==> src/rtl/ibex_multdiv_issue_pkg.sv <==
// Shared types for the multdiv issue controller: operator encoding, issue FSM states
// and the width of one intermediate-value slot.
package ibex_multdiv_issue_pkg;

    localparam int unsigned IMD_W = 34;

    typedef enum logic [1:0] {
        MD_OP_MULL = 2'd0,
        MD_OP_MULH = 2'd1,
        MD_OP_DIV  = 2'd2,
        MD_OP_REM  = 2'd3
    } md_op_e;

    typedef enum logic [1:0] {
        ST_IDLE  = 2'd0,
        ST_BUSY  = 2'd1,
        ST_DRAIN = 2'd2,
        ST_RESP  = 2'd3
    } issue_state_e;

    function automatic logic is_div_op(input md_op_e op);
        return (op == MD_OP_DIV) || (op == MD_OP_REM);
    endfunction

    // Architectural divide-by-zero results: quotient all ones, remainder is the dividend.
    function automatic logic [31:0] div0_result(input md_op_e op, input logic [31:0] op_a);
        return (op == MD_OP_DIV) ? 32'hFFFF_FFFF : op_a;
    endfunction

endpackage

==> src/rtl/ibex_multdiv_imd_regs.sv <==
// The two 34-bit intermediate-value slots the multdiv unit reads and writes.
// Slot0 sits in the upper half of the bus and follows write enable bit 0.
module ibex_multdiv_imd_regs
    import ibex_multdiv_issue_pkg::*;
(
    input  logic               clk_i,
    input  logic               rst_ni,
    input  logic [2*IMD_W-1:0] imd_d,
    input  logic [1:0]         imd_we,
    output logic [2*IMD_W-1:0] imd_q
);

    logic [IMD_W-1:0] slot0_r;
    logic [IMD_W-1:0] slot1_r;

    // Slot0 storage
    always_ff @(posedge clk_i or negedge rst_ni) begin
        if (!rst_ni) begin
            slot0_r <= {IMD_W{1'b0}};
        end else if (imd_we[0]) begin
            slot0_r <= imd_d[2*IMD_W-1:IMD_W];
        end
    end

    // Slot1 storage
    always_ff @(posedge clk_i or negedge rst_ni) begin
        if (!rst_ni) begin
            slot1_r <= {IMD_W{1'b0}};
        end else if (imd_we[1]) begin
            slot1_r <= imd_d[IMD_W-1:0];
        end
    end

    assign imd_q = {slot0_r, slot1_r};

endmodule

==> src/rtl/ibex_multdiv_issue.sv <==
// Requester-side issue controller for the multicycle multiply/divide unit.
// Build macro MULTDIV_ISSUE_DIV0_SHORTCUT_EN answers divide-by-zero locally without the unit.
module ibex_multdiv_issue
    import ibex_multdiv_issue_pkg::*;
#(
    parameter logic RspReg = 1'b0
) (
    input  logic        clk_i,
    input  logic        rst_ni,
    input  logic        req_valid_i,
    output logic        req_ready_o,
    input  logic [1:0]  req_operator_i,
    input  logic [1:0]  req_signed_mode_i,
    input  logic [31:0] req_op_a_i,
    input  logic [31:0] req_op_b_i,
    input  logic        req_data_ind_timing_i,
    input  logic        flush_i,
    output logic        rsp_valid_o,
    input  logic        rsp_ready_i,
    output logic [31:0] rsp_result_o,
    output logic        md_mult_en_o,
    output logic        md_div_en_o,
    output logic        md_mult_sel_o,
    output logic        md_div_sel_o,
    output logic [1:0]  md_operator_o,
    output logic [1:0]  md_signed_mode_o,
    output logic [31:0] md_op_a_o,
    output logic [31:0] md_op_b_o,
    output logic        md_data_ind_timing_o,
    output logic [67:0] md_imd_val_q_o,
    input  logic [67:0] md_imd_val_d_i,
    input  logic [1:0]  md_imd_val_we_i,
    output logic        md_ready_id_o,
    input  logic [31:0] md_result_i,
    input  logic        md_valid_i
);

    issue_state_e state_r;
    issue_state_e state_nx_s;
    md_op_e       op_r;
    logic [1:0]   signed_r;
    logic [31:0]  op_a_r;
    logic [31:0]  op_b_r;
    logic         dit_r;
    logic [31:0]  rsp_result_r;

    md_op_e       req_op_s;
    logic         accept_s;
    logic         div0_s;
    logic         div_cls_s;
    logic         md_ready_id_s;
    logic         rsp_capture_s;

    assign req_op_s  = md_op_e'(req_operator_i);
    assign accept_s  = (state_r == ST_IDLE) && req_valid_i;
    assign div_cls_s = is_div_op(op_r);

`ifdef MULTDIV_ISSUE_DIV0_SHORTCUT_EN
    // Data-independent timing must still run the unit so latency does not leak operand values.
    assign div0_s = is_div_op(req_op_s) && (req_op_b_i == 32'd0) && !req_data_ind_timing_i;
`else
    assign div0_s = 1'b0;
`endif

    assign rsp_capture_s = RspReg && (state_r == ST_BUSY) && md_valid_i && !flush_i;

    // FSM state register
    always_ff @(posedge clk_i or negedge rst_ni) begin
        if (!rst_ni) begin
            state_r <= ST_IDLE;
        end else begin
            state_r <= state_nx_s;
        end
    end

    // Next-state logic; a flush that coincides with the unit retiring returns straight to idle
    always_comb begin
        state_nx_s = state_r;
        case (state_r)
            ST_IDLE: begin
                if (req_valid_i) begin
                    state_nx_s = div0_s ? ST_RESP : ST_BUSY;
                end else begin
                    state_nx_s = ST_IDLE;
                end
            end
            ST_BUSY: begin
                if (flush_i) begin
                    state_nx_s = (md_valid_i && md_ready_id_s) ? ST_IDLE : ST_DRAIN;
                end else if (md_valid_i) begin
                    if (RspReg) begin
                        state_nx_s = ST_RESP;
                    end else begin
                        state_nx_s = rsp_ready_i ? ST_IDLE : ST_BUSY;
                    end
                end else begin
                    state_nx_s = ST_BUSY;
                end
            end
            ST_DRAIN: begin
                state_nx_s = md_valid_i ? ST_IDLE : ST_DRAIN;
            end
            ST_RESP: begin
                state_nx_s = (flush_i || rsp_ready_i) ? ST_IDLE : ST_RESP;
            end
            default: begin
                state_nx_s = ST_IDLE;
            end
        endcase
    end

    // Output decode; the unit cannot abort, so enables stay up while draining
    always_comb begin
        req_ready_o   = 1'b0;
        md_mult_en_o  = 1'b0;
        md_div_en_o   = 1'b0;
        md_mult_sel_o = 1'b0;
        md_div_sel_o  = 1'b0;
        md_ready_id_s = 1'b0;
        rsp_valid_o   = 1'b0;
        rsp_result_o  = 32'd0;
        case (state_r)
            ST_IDLE: begin
                req_ready_o = 1'b1;
            end
            ST_BUSY: begin
                md_mult_en_o  = !div_cls_s;
                md_mult_sel_o = !div_cls_s;
                md_div_en_o   = div_cls_s;
                md_div_sel_o  = div_cls_s;
                if (RspReg) begin
                    md_ready_id_s = 1'b1;
                end else begin
                    md_ready_id_s = rsp_ready_i;
                    rsp_valid_o   = md_valid_i && !flush_i;
                    rsp_result_o  = md_result_i;
                end
            end
            ST_DRAIN: begin
                md_mult_en_o  = !div_cls_s;
                md_mult_sel_o = !div_cls_s;
                md_div_en_o   = div_cls_s;
                md_div_sel_o  = div_cls_s;
                md_ready_id_s = 1'b1;
            end
            ST_RESP: begin
                rsp_valid_o  = !flush_i;
                rsp_result_o = rsp_result_r;
            end
            default: begin
                req_ready_o = 1'b0;
            end
        endcase
    end

    assign md_ready_id_o = md_ready_id_s;

    // Request capture; held stable for the unit until the next acceptance
    always_ff @(posedge clk_i or negedge rst_ni) begin
        if (!rst_ni) begin
            op_r     <= MD_OP_MULL;
            signed_r <= 2'b00;
            op_a_r   <= 32'd0;
            op_b_r   <= 32'd0;
            dit_r    <= 1'b0;
        end else if (accept_s) begin
            op_r     <= req_op_s;
            signed_r <= req_signed_mode_i;
            op_a_r   <= req_op_a_i;
            op_b_r   <= req_op_b_i;
            dit_r    <= req_data_ind_timing_i;
        end
    end

    // Local response register, used by the registered response path and the div0 shortcut
    always_ff @(posedge clk_i or negedge rst_ni) begin
        if (!rst_ni) begin
            rsp_result_r <= 32'd0;
        end else if (accept_s && div0_s) begin
            rsp_result_r <= div0_result(req_op_s, req_op_a_i);
        end else if (rsp_capture_s) begin
            rsp_result_r <= md_result_i;
        end
    end

    assign md_operator_o        = op_r;
    assign md_signed_mode_o     = signed_r;
    assign md_op_a_o            = op_a_r;
    assign md_op_b_o            = op_b_r;
    assign md_data_ind_timing_o = dit_r;

    ibex_multdiv_imd_regs u_imd_regs (
        .clk_i  (clk_i),
        .rst_ni (rst_ni),
        .imd_d  (md_imd_val_d_i),
        .imd_we (md_imd_val_we_i),
        .imd_q  (md_imd_val_q_o)
    );

endmodule

==> config.mk <==
export PLATFORM = sky130hd
export DESIGN_NAME = ibex_multdiv_issue
export DESIGN_NICKNAME = d
export VERILOG_FILES = /design/src/rtl/ibex_multdiv_issue_pkg.sv /design/src/rtl/ibex_multdiv_imd_regs.sv /design/src/rtl/ibex_multdiv_issue.sv
export SDC_FILE = /design/constraint.sdc
export NUM_CORES = 1
export LEC_CHECK = 0
export ABC_AREA = 1
export BUFFER_PORTS_ARGS = -buffer_cell sky130_fd_sc_hd__buf_4
export CAP_MARGIN = 20
export CORE_AREA = 2 2 137 139
export CTS_BUF_LIST = sky130_fd_sc_hd__clkbuf_16
export CTS_CLUSTER_SIZE = 30
export DETAILED_ROUTE_END_ITERATION = 6
export DIE_AREA = 0 0 139 141
export HOLD_SLACK_MARGIN = 0.03
export PLACE_DENSITY = 0.65
export SETUP_SLACK_MARGIN = 0.5
export SYNTH_ARGS = -nofsm -noshare
export SYNTH_HDL_FRONTEND = slang
export SYNTH_SLANG_ARGS = --single-unit
export TNS_END_PERCENT = 100
==> constraint.sdc <==
create_clock -name clk_i -period 2.4 [get_ports clk_i]
set_input_delay 0.36 -clock clk_i [delete_from_list [all_inputs] [get_ports clk_i]]
set_output_delay 0.36 -clock clk_i [all_outputs]
set_load 0.05 [all_outputs]
Yosys cells after proc, flatten, opt, wreduce, memory -nomap -nowiden --
Index checks and enable logic that the tools add are counted. W data, S select, Z words.
Storage, ports and cells: register bits 139, bits in latches 0, RAM bits 0, ROM bits 0, bits of input ports 177, word-level logic and storage cells 36, memories 0
Cells by class: $add $sub $neg 0, $mul 0, div/mod/pow operators 0, magnitude comparators 0, eq/ne operators 5, shift operators 0, multiplexer cells 14, bitwise logic cells 0, reduce and logical (&&, ||, !) cells 9
Operator list (number):
- $mux W32 | 1
- $eq A2 B2 Y1 const B | 4
- $mux W2 | 4
- $pmux W2 S4 | 1
- $mux W1 | 6
- $pmux W1 S2 | 2
- $logic_and A1 B1 Y1 | 3
- $eq A2 B1 Y1 const B | 1
- $logic_not A1 Y1 | 2
- $logic_not A2 Y1 | 1
- $logic_or A1 B1 Y1 | 2
- $reduce_or A2 Y1 | 1

Logic depth before layout (Yosys ltp) --
Gate-level depths: netlist of the first run.
depth in word-level cells 6, depth in mapped cells 9, depth with buffers taken out 8

By module --
A second synthesis of the first run with hierarchy kept.
Second synthesis, totals: cell total of the unflattened synthesis 537, area total of the unflattened synthesis 5853.1 sq um
Modules (own cells, without submodules):
- ibex_multdiv_issue | times used 1, cells an instance 249, area each 3115.5 sq um, seq. area each 1776.7 sq um
- ibex_multdiv_imd_regs | times used 1, cells an instance 288, area each 2737.6 sq um, seq. area each 1701.6 sq um

Least setup slack after synthesis of the first run --
Ideal clock, no wire load.
kind register -> output, from register state_r[0], to output md_mult_sel_o, data arrival time 1766 ps, data required time 2040 ps, path slack 274 ps, cell stages (with the launch flop) 6, buffers on the path 1, cells stage by stage dfrtp_1 > inv_1 > ha_1 > inv_1 > nor2_1 > buf_4
On the way: longest elaborated chain between the ends 3, elaborated cells between the ends (all ways) 4
RTL lines:
- start, declared | line ibex_multdiv_issue.sv:38 | issue_state_e state_r;
- start signal, assigned | line ibex_multdiv_issue.sv:72 | state_r <= state_nx_s;
- $eq A2 B1 Y1 or $eq A2 B2 Y1 (tied branches)
- $reduce_or A2 Y1 (no line) (*)
- $mux W1 (*)
- end, declared | line ibex_multdiv_issue.sv:23 | output logic md_mult_sel_o,
Mark *: on every way between the ends. The rest lies on a longest branch, timed or not.

Worst setup path in the final report of the first run --
from register state_r[1], to output rsp_result_o[24]
On the way: longest elaborated chain between the ends 2
RTL lines:
- $eq A2 B1 Y1 | line ibex_multdiv_issue.sv:122 | case (state_r)
- $mux W32 | line ibex_multdiv_issue.sv:122
- end, declared | line ibex_multdiv_issue.sv:20 | output logic [31:0] rsp_result_o,
No other way between the ends.

==> flow_summary_export.csv, run 1 <==
group,metric,value,unit
finish,layout-drive-gt1-share,72.32,%
yosys,synth_commonest_cells,"139 x dfrtp_1, 131 x mux2_2, 44 x nand2_1",
drt,vias,4424,
clock_tree,cts_tree,"built",
sta,hold_ws,0.1724,ns
placement,portBuffers,352,
clock_tree,root_buffer,"clkbuf_16",
grt,grt_use_total,17.05,%
drt,ant_nets,0,
clock_tree,clock_sinks,139,
power_and_ir_drop,cellLeakagePower,0.004782,µW
critical_path,cp_common_cell,"buf_6",
floorplanning,die-area,19600,µm²
finish,diodes,0,
yosys,ys_ff_latch,139,
sta,rsz0062_at_grt,"yes",
sta,finalHoldViolCount,0,
yosys,synthFlopType,"dfrtp_1",
yosys,synth_edf_count,0,
yosys,async_flop_share,100.0,%
floorplanning,die_height,141,µm
grt,grt_pass1_vias,4792,
drt,drt-total-wl,16940,µm
yosys,netlist.area_leader.share,61.81,%
sta,fin_worst_skew,0.01151,ns
clock_tree,insertion_delay,0.41,ns
floorplanning,initial_core_util,30.81,%
drt,drc,0,
yosys,syn_inst,393,
placement,dp_hpwl,12820,µm
floorplanning,fp-row-count,50,
floorplanning,core-area,18270,µm²
finish,nets,941,
sta,setup_viol,0,
finish,areaGrowthSynthToFinish,66.81,%
clock_tree,cts_buffers,17,
grt,grt_start_max_net_pins,62,
drt,viasPerCell,4.393,
critical_path,cp.required,2.04,ns
drt,first_pass_iters,4,
run_status,status,"finished, final reports clean",
sta,layout_min_cycle_time,1.963,ns
critical_path,critPathSlowestCell,"dfrtp_1",
yosys,synth_fp_nets,574,
yosys,synth_cell_types,14,
sta,fmax,0.5094,GHz
floorplanning,die_w,139,µm
critical_path,slowest_delay,0.39,ns
sta,final.period_utilization,81.80,%
yosys,synth_seq_area_share,61.81,%
sta,tns,0,ns
critical_path,critPathKind,"reg -> out",
yosys,yosysMostFrequentCell,"dfrtp_1",
sta,slew_violations,0,
critical_path,crit_arrival,1.60,ns
sta,tightest_slew,0.5709,ns
grt,grt_pass1_wl,25790,µm
clock_tree,clockBufferDepth,2,
drt,wl_per_cell,16.83,µm
grt,grt_overflow,0,
clock_tree,path_clk_slew,0.06,ns
yosys,ys_top_cells_by_area,"dfrtp_1 62%, mux2_2 26%, nand2_1 2.9%, inv_1 2.6%, clkbuf_8 1.7%",
grt,antenna_found_initial,0,
power_and_ir_drop,irDropWorstVdd,0.0009287,V
critical_path,end_kind,"primary output",
power_and_ir_drop,power_density,1436,nW/µm²
critical_path,rr_worst_depth,5,
yosys,syn_area,5628,µm²
hold_path,hold_path.class,"in -> reg",
yosys,yosys.area.top_type,"dfrtp_1",
clock_tree,htree_levels,4,
critical_path,crit_chain,"inv_2, ha_4, buf_6, nand2_1, inv_1, buf_6",
sta,maxSlewHeadroom,61.94,%
critical_path,path_max_fanout,7,
drt,drt-initial-drc-count,112,
floorplanning,boundaryPins,353,
yosys,synth_warnings,0,
hold_path,hold_depth,2,
placement,gp_congestion,1.018,
critical_path,start_kind,"register",
yosys,syn_avg_cell_area,14.32,µm²
job,maxCapViolations,0,
==> layer usage <==
layer  vias to the layer above  wire (µm)  track usage, %  share of wire, %
li1                       2021          -               -                 -
met1                      2146       5963           17.80                35
met2                       231       8937           30.52                53
met3                        26       1632           6.861               9.6
met4                         0        410           7.177               2.4
met5                         -          0               0                 0
==> registers in the layout, summed over array words and instances, names as in the netlist <==
register              flops
u_imd_regs.slot0_r       34
u_imd_regs.slot1_r       34
md_op_a_o                32
md_op_b_o                32
md_operator_o             2
md_signed_mode_o          2
state_r                   2
md_data_ind_timing_o      1
==> cells in the final DEF, fill, tap and decap left out, types with 4 or more instances in the layout <==
| cell | count |
|---|---|
| buf_8 | 5 |
| dfrtp_1 | 139 |
| inv_2 | 10 |
| buf_4 | 324 |
| inv_1 | 29 |
| buf_6 | 35 |
| clkbuf_16 | 17 |
| mux2_2 | 131 |
| nand2_2 | 6 |
| nand2_4 | 4 |
| nand2_1 | 35 |
| mux2_4 | 6 |
| buf_12 | 4 |
==> area by class of cell <==
class,instances,area (µm²)
tap,234,292.8
timing repair buffer,369,2992
sequential,139,3478
clock inverter,15,147.6
clock buffer,17,425.4
inverter,39,146.4
multi-input combinational,194,1906
fill,1582,8880
==> worst paths after layout <==
path	start	to	slack, ns
max	state_r[1]	rsp_result_o[24]	0.44
min	md_imd_val_d_i[35]	u_imd_regs.slot0_r[1]	0.17
max reg2reg	state_r[0]	md_op_b_o[20]	0.80
min reg2reg	md_op_a_o[29]	md_op_a_o[29]	0.50
max in group asynchronous	rst_ni	md_op_b_o[11]	1.22
min in group asynchronous	rst_ni	u_imd_regs.slot0_r[1]	0.49
==> cell families after synthesis <==
| group | synth area share [%] |
|---|---|
| DFF | 61.81 |
| muxes | 27.81 |
| buffers and inverters | 5.669 |
| and+or+nand+nor | 3.401 |
| AOI/OAI and AO/OA | 0.4224 |
| adders and majority gates | 0.8893 |
==> through the flow <==
stage               util [%]  setup slack (ns)  area, µm²  std cells  total power, µW
global route           51.39            0.3676       9388       1007            14060
floorplan                  -            0.5334       5640        393             8330
finish                 51.39            0.4369       9388       1007            13480
detailed placement     46.60            0.6656       8512        967            10540
CTS                    51.04            0.4512       9324       1005            13510
global placement       46.60            0.7478       8512        967            10430
==> where the power goes <==
group	internal [µW]	switching, µW	total (µW)
Sequential	3070	400	3470
Combinational	2650	4800	7450
Clock	1530	1030	2560
==> repair_timing <==
| action | CTS | global route |
|---|---|---|
| gates cloned | 1 | 0 |
| endpoints found under the hold margin | 57 | 0 |
| pin swaps | 1 | 5 |
| setup endpoints to repair | 36 | 36 |
| resized for setup | 55 | 18 |
| hold buffers | 1 | 0 |
| setup buffers | 4 | 2 |
==> worst max-delay path: cells and delay by family, from the launching register on <==
| kind | cells | cell delay (ns) |
|---|---|---|
| adders and majority gates | 1 | 0.21 |
| and+or+nand+nor | 1 | 0.07 |
| buffers and inverters | 4 | 0.52 |
| DFF | 1 | 0.39 |
No activity file was read; power rests on OpenSTA's default activity.
==> run 2, diff against run 1 <==
ABC_AREA = 0   (was 1)
CORE_AREA = 2 2 138 140   (was 2 2 137 139)
DIE_AREA = 0 0 140 142   (was 0 0 139 141)
PLACE_DENSITY = 0.67   (was 0.65)
clock period = 1.7 ns   (was 2.4 ns; I/O delays follow)
==> run 2 against run 1 <==
Against the previous run: the run now ends with DRC, setup timing left; register-to-register slack got worse by 0.75 ns; clock power increased by 37%; die area increased by 1.4%; utilization increased by 8.8 points; setup slack got worse by 0.57 ns; cell area increased by 18%; critical path depth decreased by 1; non-clock buffer count increased by 74; sequential share of layout area decreased by 5.7 points; count of clock-buffer cells in the layout unchanged; via count increased by 6.2%; sequential power increased by 48%; largest power group unchanged.
==> flow_summary_export.csv, run 2 <==
group,metric,value,unit
drt,drc,25,
power_and_ir_drop,irDropWorstVdd,0.0007493,V
placement,placed_area,8613,µm²
run_status,failed_checks,"DRC, setup timing",
grt,grt_start_max_net_pins,44,
finish,finish.instance_area,11110,µm²
yosys,syn_inst,353,
drt,vias,4699,
clock_tree,cts_tree,"built",
finish,fillerInstances,1422,
yosys,synth.mux.area_fraction,28.07,%
sta,tightest_slew,0.4312,ns
sta,setup_viol,38,
finish,nets,975,
yosys,synth_cell_types,20,
grt,antenna_found_initial,0,
clock_tree,insertion_delay,0.40,ns
finish,fin_cells,1040,
yosys,async_flop_share,100.0,%
sta,maxSlewHeadroom,71.25,%
clock_tree,cts_buffers,17,
floorplanning,core-area,18460,µm²
yosys,yosys.area_share.adder,0.8975,%
hold_path,hold_path.class,"in -> reg",
placement,portBuffers,352,
sta,final.period_utilization,107.8,%
yosys,synth_seq_area_share,62.37,%
critical_path,crit_chain,"ha_4, buf_4, a21oi_4, nor2_4, buf_8",
finish,largestRegisters,"u_imd_regs.slot0_r (34), u_imd_regs.slot1_r (34)",
drt,drt-initial-drc-count,133,
finish,areaGrowthSynthToFinish,99.30,%
job,maxCapViolations,0,
finish,mostFrequentLayoutCell,"buf_4",
finish,diodes,0,
clock_tree,clock_sinks,139,
finish,layout-drive-gt1-share,81.27,%
floorplanning,die_height,142,µm
yosys,synth_edf_count,0,
yosys,syn_area,5577,µm²
critical_path,path_max_fanout,4,
placement,gp_congestion,0.8862,
yosys,ys_top_cells_by_area,"dfrtp_1 62%, mux2_2 26%, and2_1 3.7%, clkbuf_8 1.7%, mux2_4 1.6%",
floorplanning,die-area,19880,µm²
critical_path,start_kind,"register",
sta,worst_slack,-0.1321,ns
yosys,yosys.area.top_type,"dfrtp_1",
yosys,synth_fp_nets,534,
clock_tree,path_clk_slew,0.06,ns
critical_path,critPathSlowestCell,"dfrtp_1",
yosys,synth_warnings,0,
yosys,synthFlopType,"dfrtp_1",
critical_path,critPathKind,"reg -> out",
run_status,status,"finished with violations",
floorplanning,die_w,140,µm
yosys,ys_ff_latch,139,
placement,dp_hpwl,13560,µm
sta,slew_violations,0,
sta,finalHoldViolCount,0,
grt,grt_use_total,18.77,%
power_and_ir_drop,cellLeakagePower,0.005531,µW
floorplanning,boundaryPins,353,
critical_path,crit_arrival,1.58,ns
power_and_ir_drop,power_density,1945,nW/µm²
yosys,synth-compound-area-share,0.6731,%
clock_tree,htree_levels,4,
sta,fin_worst_skew,0.006242,ns
drt,ant_nets,0,
clock_tree,clockBufferDepth,2,
floorplanning,initial_core_util,30.22,%
critical_path,end_kind,"primary output",
grt,grt_pass1_wl,28480,µm
yosys,netlist.area_leader.share,62.37,%
yosys,yosysMostFrequentCell,"dfrtp_1",
grt,grt_pass1_vias,5074,
drt,drt-total-wl,19330,µm
yosys,syn_avg_cell_area,15.80,µm²
critical_path,cp.required,1.44,ns
sta,rsz0062_at_grt,"yes",
yosys,yosys.area_share.simple,4.779,%
finish,fin_util,60.22,%
sta,layout_min_cycle_time,1.832,ns
critical_path,timing.rr.start,"state_r[0]",
critical_path,startpoint,"state_r[0]",
drt,wl_per_cell,18.58,µm
clock_tree,root_buffer,"clkbuf_16",
critical_path,slowest_delay,0.44,ns
drt,first_pass_iters,7,
hold_path,min_from,"md_imd_val_d_i[67]",
floorplanning,fp-row-count,50,
sta,fmax,0.5458,GHz
sta,hold_ws,0.07813,ns
yosys,synth_commonest_cells,"139 x dfrtp_1, 131 x mux2_2, 33 x and2_1",
drt,viasPerCell,4.518,
finish,final_cell_mix,"240 x buf_4, 146 x buf_6, 138 x dfrtp_1",
yosys,synth_top_family_by_area,"multiplexers",
grt,grt_overflow,0,
yosys,synth-xor-area-share,0,%
placement,dp_cells,927,
==> run 2: power breakdown <==
part           internal [µW]  total, µW  switching (µW)
Combinational           6120      13000            6850
Sequential              4340       5150             804
Clock                   2130       3500            1370
Total                  12600      21600            9020
==> run 2: metal layers <==
layer,global-route usage (%),wire [µm]
met5,0,0
met4,7.177,575
met3,7.604,1834
met1,19.30,6398
met2,34.35,10520
==> run 2: repair_timing <==
item | CTS | global route
setup buffers | 29 | 44
hold buffers | 1 | 0
pin swaps | 3 | 1
cloned | 8 | 0
gates resized for setup | 301 | 4
hold endpoints to repair | 32 | 0
endpoints found under the setup margin | 247 | 247
==> run 2: path summary, 6_finish.rpt <==
check	slack, ns	endpoint	cells after the start
setup / recovery	-0.13	rsp_valid_o	5
hold / removal	0.08	u_imd_regs.slot0_r[33]	2
setup reg to reg	0.05	md_op_b_o[12]	7
hold reg to reg	0.53	md_op_a_o[12]	1
max in group asynchronous	0.82	md_operator_o[1]	3
min in group asynchronous	0.32	u_imd_regs.slot1_r[0]	2
==> run 2: logic make-up (layout without fill, tap and decap cells) <==
family,after synthesis,in the layout
AO/OA/AOI/OAI,7,7
buffers and inverters,24,477
adder cells (fa/ha/maj),4,4
multiplexers,137,137
flip-flops,139,139
AND/OR/NAND/NOR,42,42
==> run 2: area by class of cell <==
| class | instances | area, µm² | area share [%] |
|---|---|---|---|
| repair buffers | 443 | 4447 | 40.01 |
| flip-flops and latches | 139 | 3480 | 31.31 |
| inverters | 3 | 11.26 | 0.1013 |
| clock inverters | 14 | 132.6 | 1.193 |
| multi-input cells | 190 | 2326 | 20.93 |
| well taps | 234 | 292.8 | 2.634 |
| clock buffers | 17 | 425.4 | 3.828 |
==> run 2: metrics by stage <==
stage / power (µW) / setup TNS [ns] / setup WS, ns
floorplan: 11600 / 0 / 0.2136
global placement: 14370 / 0 / 0.1402
detailed placement: 14530 / 0 / 0.08955
CTS: 20990 / -4.593 / -0.1324
global route: 22360 / -6.652 / -0.1921
finish: 21610 / -3.922 / -0.1321
==> run 2: worst max-delay path: cells and delay by family, from the launching register on <==
kind	cells	cell delay, ns
flops	1	0.44
simple gates	1	0.05
fa+ha+maj	1	0.23
compound gates	1	0.16
buf+inv	2	0.30
==> run 3, diff against run 2 <==
BUFFER_PORTS_ARGS = -buffer_cell sky130_fd_sc_hd__buf_2   (was -buffer_cell sky130_fd_sc_hd__buf_4)
==> run 3 against run 2 <==
Against the previous run: the run still ends with DRC, setup timing left; register-to-register slack about the same; global-route usage decreased by 0.80 points; total power decreased by 5.6%; clock skew increased by 0.0024 ns; combinational power decreased by 12%; non-clock buffer count decreased by 46; clock power increased by 7.4%; die area unchanged; cell area decreased by 8.8%; sequential share of layout area increased by 3.0 points; utilization decreased by 5.3 points; critical endpoint is now md_mult_en_o; largest cell class unchanged.
==> flow_summary_export.csv, run 3 (same netlist as run 2, synthesis figures left out) <==
group,metric,value,unit
placement,portBuffers,352,
hold_path,hold_path.class,"in -> reg",
floorplanning,initial_core_util,30.22,%
sta,setup_viol,38,
critical_path,crit_arrival,1.60,ns
clock_tree,insertion_delay,0.41,ns
drt,viasPerCell,4.533,
placement,dp_cells,929,
drt,wl_per_cell,18.45,µm
critical_path,path_max_fanout,4,
sta,fmax,0.5380,GHz
finish,fillerInstances,1460,
floorplanning,die-area,19880,µm²
critical_path,rr_endpoint,"state_r[1]",
power_and_ir_drop,cellLeakagePower,0.004883,µW
sta,fin_worst_skew,0.008611,ns
finish,multi_input_area,2116,µm²
placement,dp_hpwl,12140,µm
clock_tree,root_buffer,"clkbuf_16",
sta,finalHoldViolCount,0,
clock_tree,cts_buffers,17,
finish,largestRegisters,"u_imd_regs.slot0_r (34), u_imd_regs.slot1_r (34)",
drt,drt-initial-drc-count,147,
floorplanning,core-area,18460,µm²
critical_path,rr_worst_depth,9,
finish,areaGrowthSynthToFinish,81.71,%
sta,slew_violations,0,
finish,fin_util,54.91,%
sta,worst_slack,-0.1588,ns
power_and_ir_drop,irDropWorstVdd,0.0008306,V
finish,diodes,0,
drt,vias,4515,
finish,fin_cells,996,
sta,layout_min_cycle_time,1.859,ns
critical_path,end_kind,"primary output",
clock_tree,path_clk_slew,0.06,ns
critical_path,timing.rr.start,"state_r[1]",
clock_tree,htree_levels,4,
drt,first_pass_iters,7,
run_status,status,"finished with violations",
clock_tree,cts_tree,"built",
sta,final.period_utilization,109.3,%
critical_path,reg2reg_slack,0.04,ns
critical_path,startpoint,"state_r[0]",
run_status,failed_checks,"DRC, setup timing",
drt,ant_nets,0,
finish,finish.instance_area,10130,µm²
grt,grt_use_total,17.97,%
finish,nets,930,
drt,drc,25,
sta,tightest_slew,0.3633,ns
floorplanning,die_height,142,µm
grt,grt_overflow,0,
critical_path,critPathKind,"reg -> out",
critical_path,cp-endpoint,"md_mult_en_o",
grt,grt_start_max_net_pins,50,
clock_tree,clockBufferDepth,2,
grt,grt_pass1_wl,27080,µm
sta,maxSlewHeadroom,75.78,%
floorplanning,fp-row-count,50,
floorplanning,boundaryPins,353,
placement,placed_area,7762,µm²
power_and_ir_drop,power_density,2013,nW/µm²
clock_tree,clock_sinks,139,
sta,rsz0062_at_grt,"yes",
finish,final_cell_mix,"175 x buf_2, 147 x buf_6, 138 x dfrtp_1",
drt,drt-total-wl,18380,µm
grt,grt_pass1_vias,4940,
grt,antenna_found_initial,0,
critical_path,start_kind,"register",
placement,gp_congestion,0.8208,
finish,register_area,3480,µm²
critical_path,cp.required,1.44,ns
floorplanning,die_w,140,µm
finish,layout-drive-gt1-share,80.31,%
finish,mostFrequentLayoutCell,"buf_2",
job,maxCapViolations,0,
## run 3: changes by cell type in the layout (fill, tap and decap cells not counted), sizes merged
cell	change
nand2	+1
inv	+2
bufinv	+1
clkbuf	+1
buf	-47
clkinvlp	-1
clkinv	-1
## run 3: power breakdown
group	total, µW	internal (µW)	leakage (µW)	switching [µW]
registers	5100	4340	0.00162	761
logic	11500	4950	0.00295	6580
clock network	3760	2310	0.000304	1450
total	20400	11600	0.00488	8790
## run 3: repair_timing
item / in CTS / in global routing
endpoints found under the setup margin: 247 / 247
gates cloned: 9 / 1
hold buffers: 1 / 0
resized for setup: 414 / 3
setup buffers: 15 / 9
hold endpoints to repair: 28 / 0
pin swaps: 3 / 1
## run 3: worst max-delay path, cell delays in order (launching register included)
cell and delay, ns:
dfrtp_1 0.39, buf_4 0.15, inv_4 0.04, ha_4 0.28, nor2b_4 0.17, buf_6 0.17
## run 3: cell type report
type / instances / area share [%]
Sequential cell: 139 / 34.34
Tap cell: 234 / 2.889
Inverter: 3 / 0.1358
Timing Repair Buffer: 397 / 35.84
Clock inverter: 15 / 1.716
Clock buffer: 17 / 4.198
Multi-Input combinational cell: 191 / 20.88
## run 3: through the flow
stage | hold slack [ns] | total power (µW) | worst slack (ns) | setup TNS (ns)
CTS | 0.05218 | 20230 | -0.1601 | -5.102
global route | 0.05189 | 21120 | -0.2329 | -7.552
global placement | 0.1685 | 13340 | 0.1149 | 0
floorplan | -0.04059 | 11600 | 0.2136 | 0
finish | 0.07601 | 20390 | -0.1588 | -4.724
detailed placement | 0.1688 | 13460 | 0.06520 | 0
## run 3: worst min-delay path by stage
| stage | startpoint | endpoint | slack (ns) | cells past startpoint |
|---|---|---|---|---|
| 6_report | md_imd_val_d_i[48] | u_imd_regs.slot0_r[14] | 0.08 | 2 |
| 5_1_grt | md_imd_val_d_i[29] | u_imd_regs.slot1_r[29] | 0.05 | 2 |
| 4_1_cts | md_imd_val_d_i[0] | u_imd_regs.slot1_r[0] | 0.05 | 2 |
| 3_5_place_dp | rst_ni | u_imd_regs.slot1_r[21] | 0.17 | 1 |
| 3_3_place_gp | rst_ni | u_imd_regs.slot1_r[22] | 0.17 | 1 |
| 2_1_floorplan | rst_ni | md_data_ind_timing_o | -0.04 | 0 |
## run 3: per-layer routing
metal	routed length (µm)	vias up	part of all wire, %	global-route usage (%)
met1	6092	2185	33	17.87
li1	-	2021	-	-
met2	9841	255	54	32.28
met5	0	-	0	0
met3	1470	54	8.0	6.258
met4	977	0	5.3	11.22
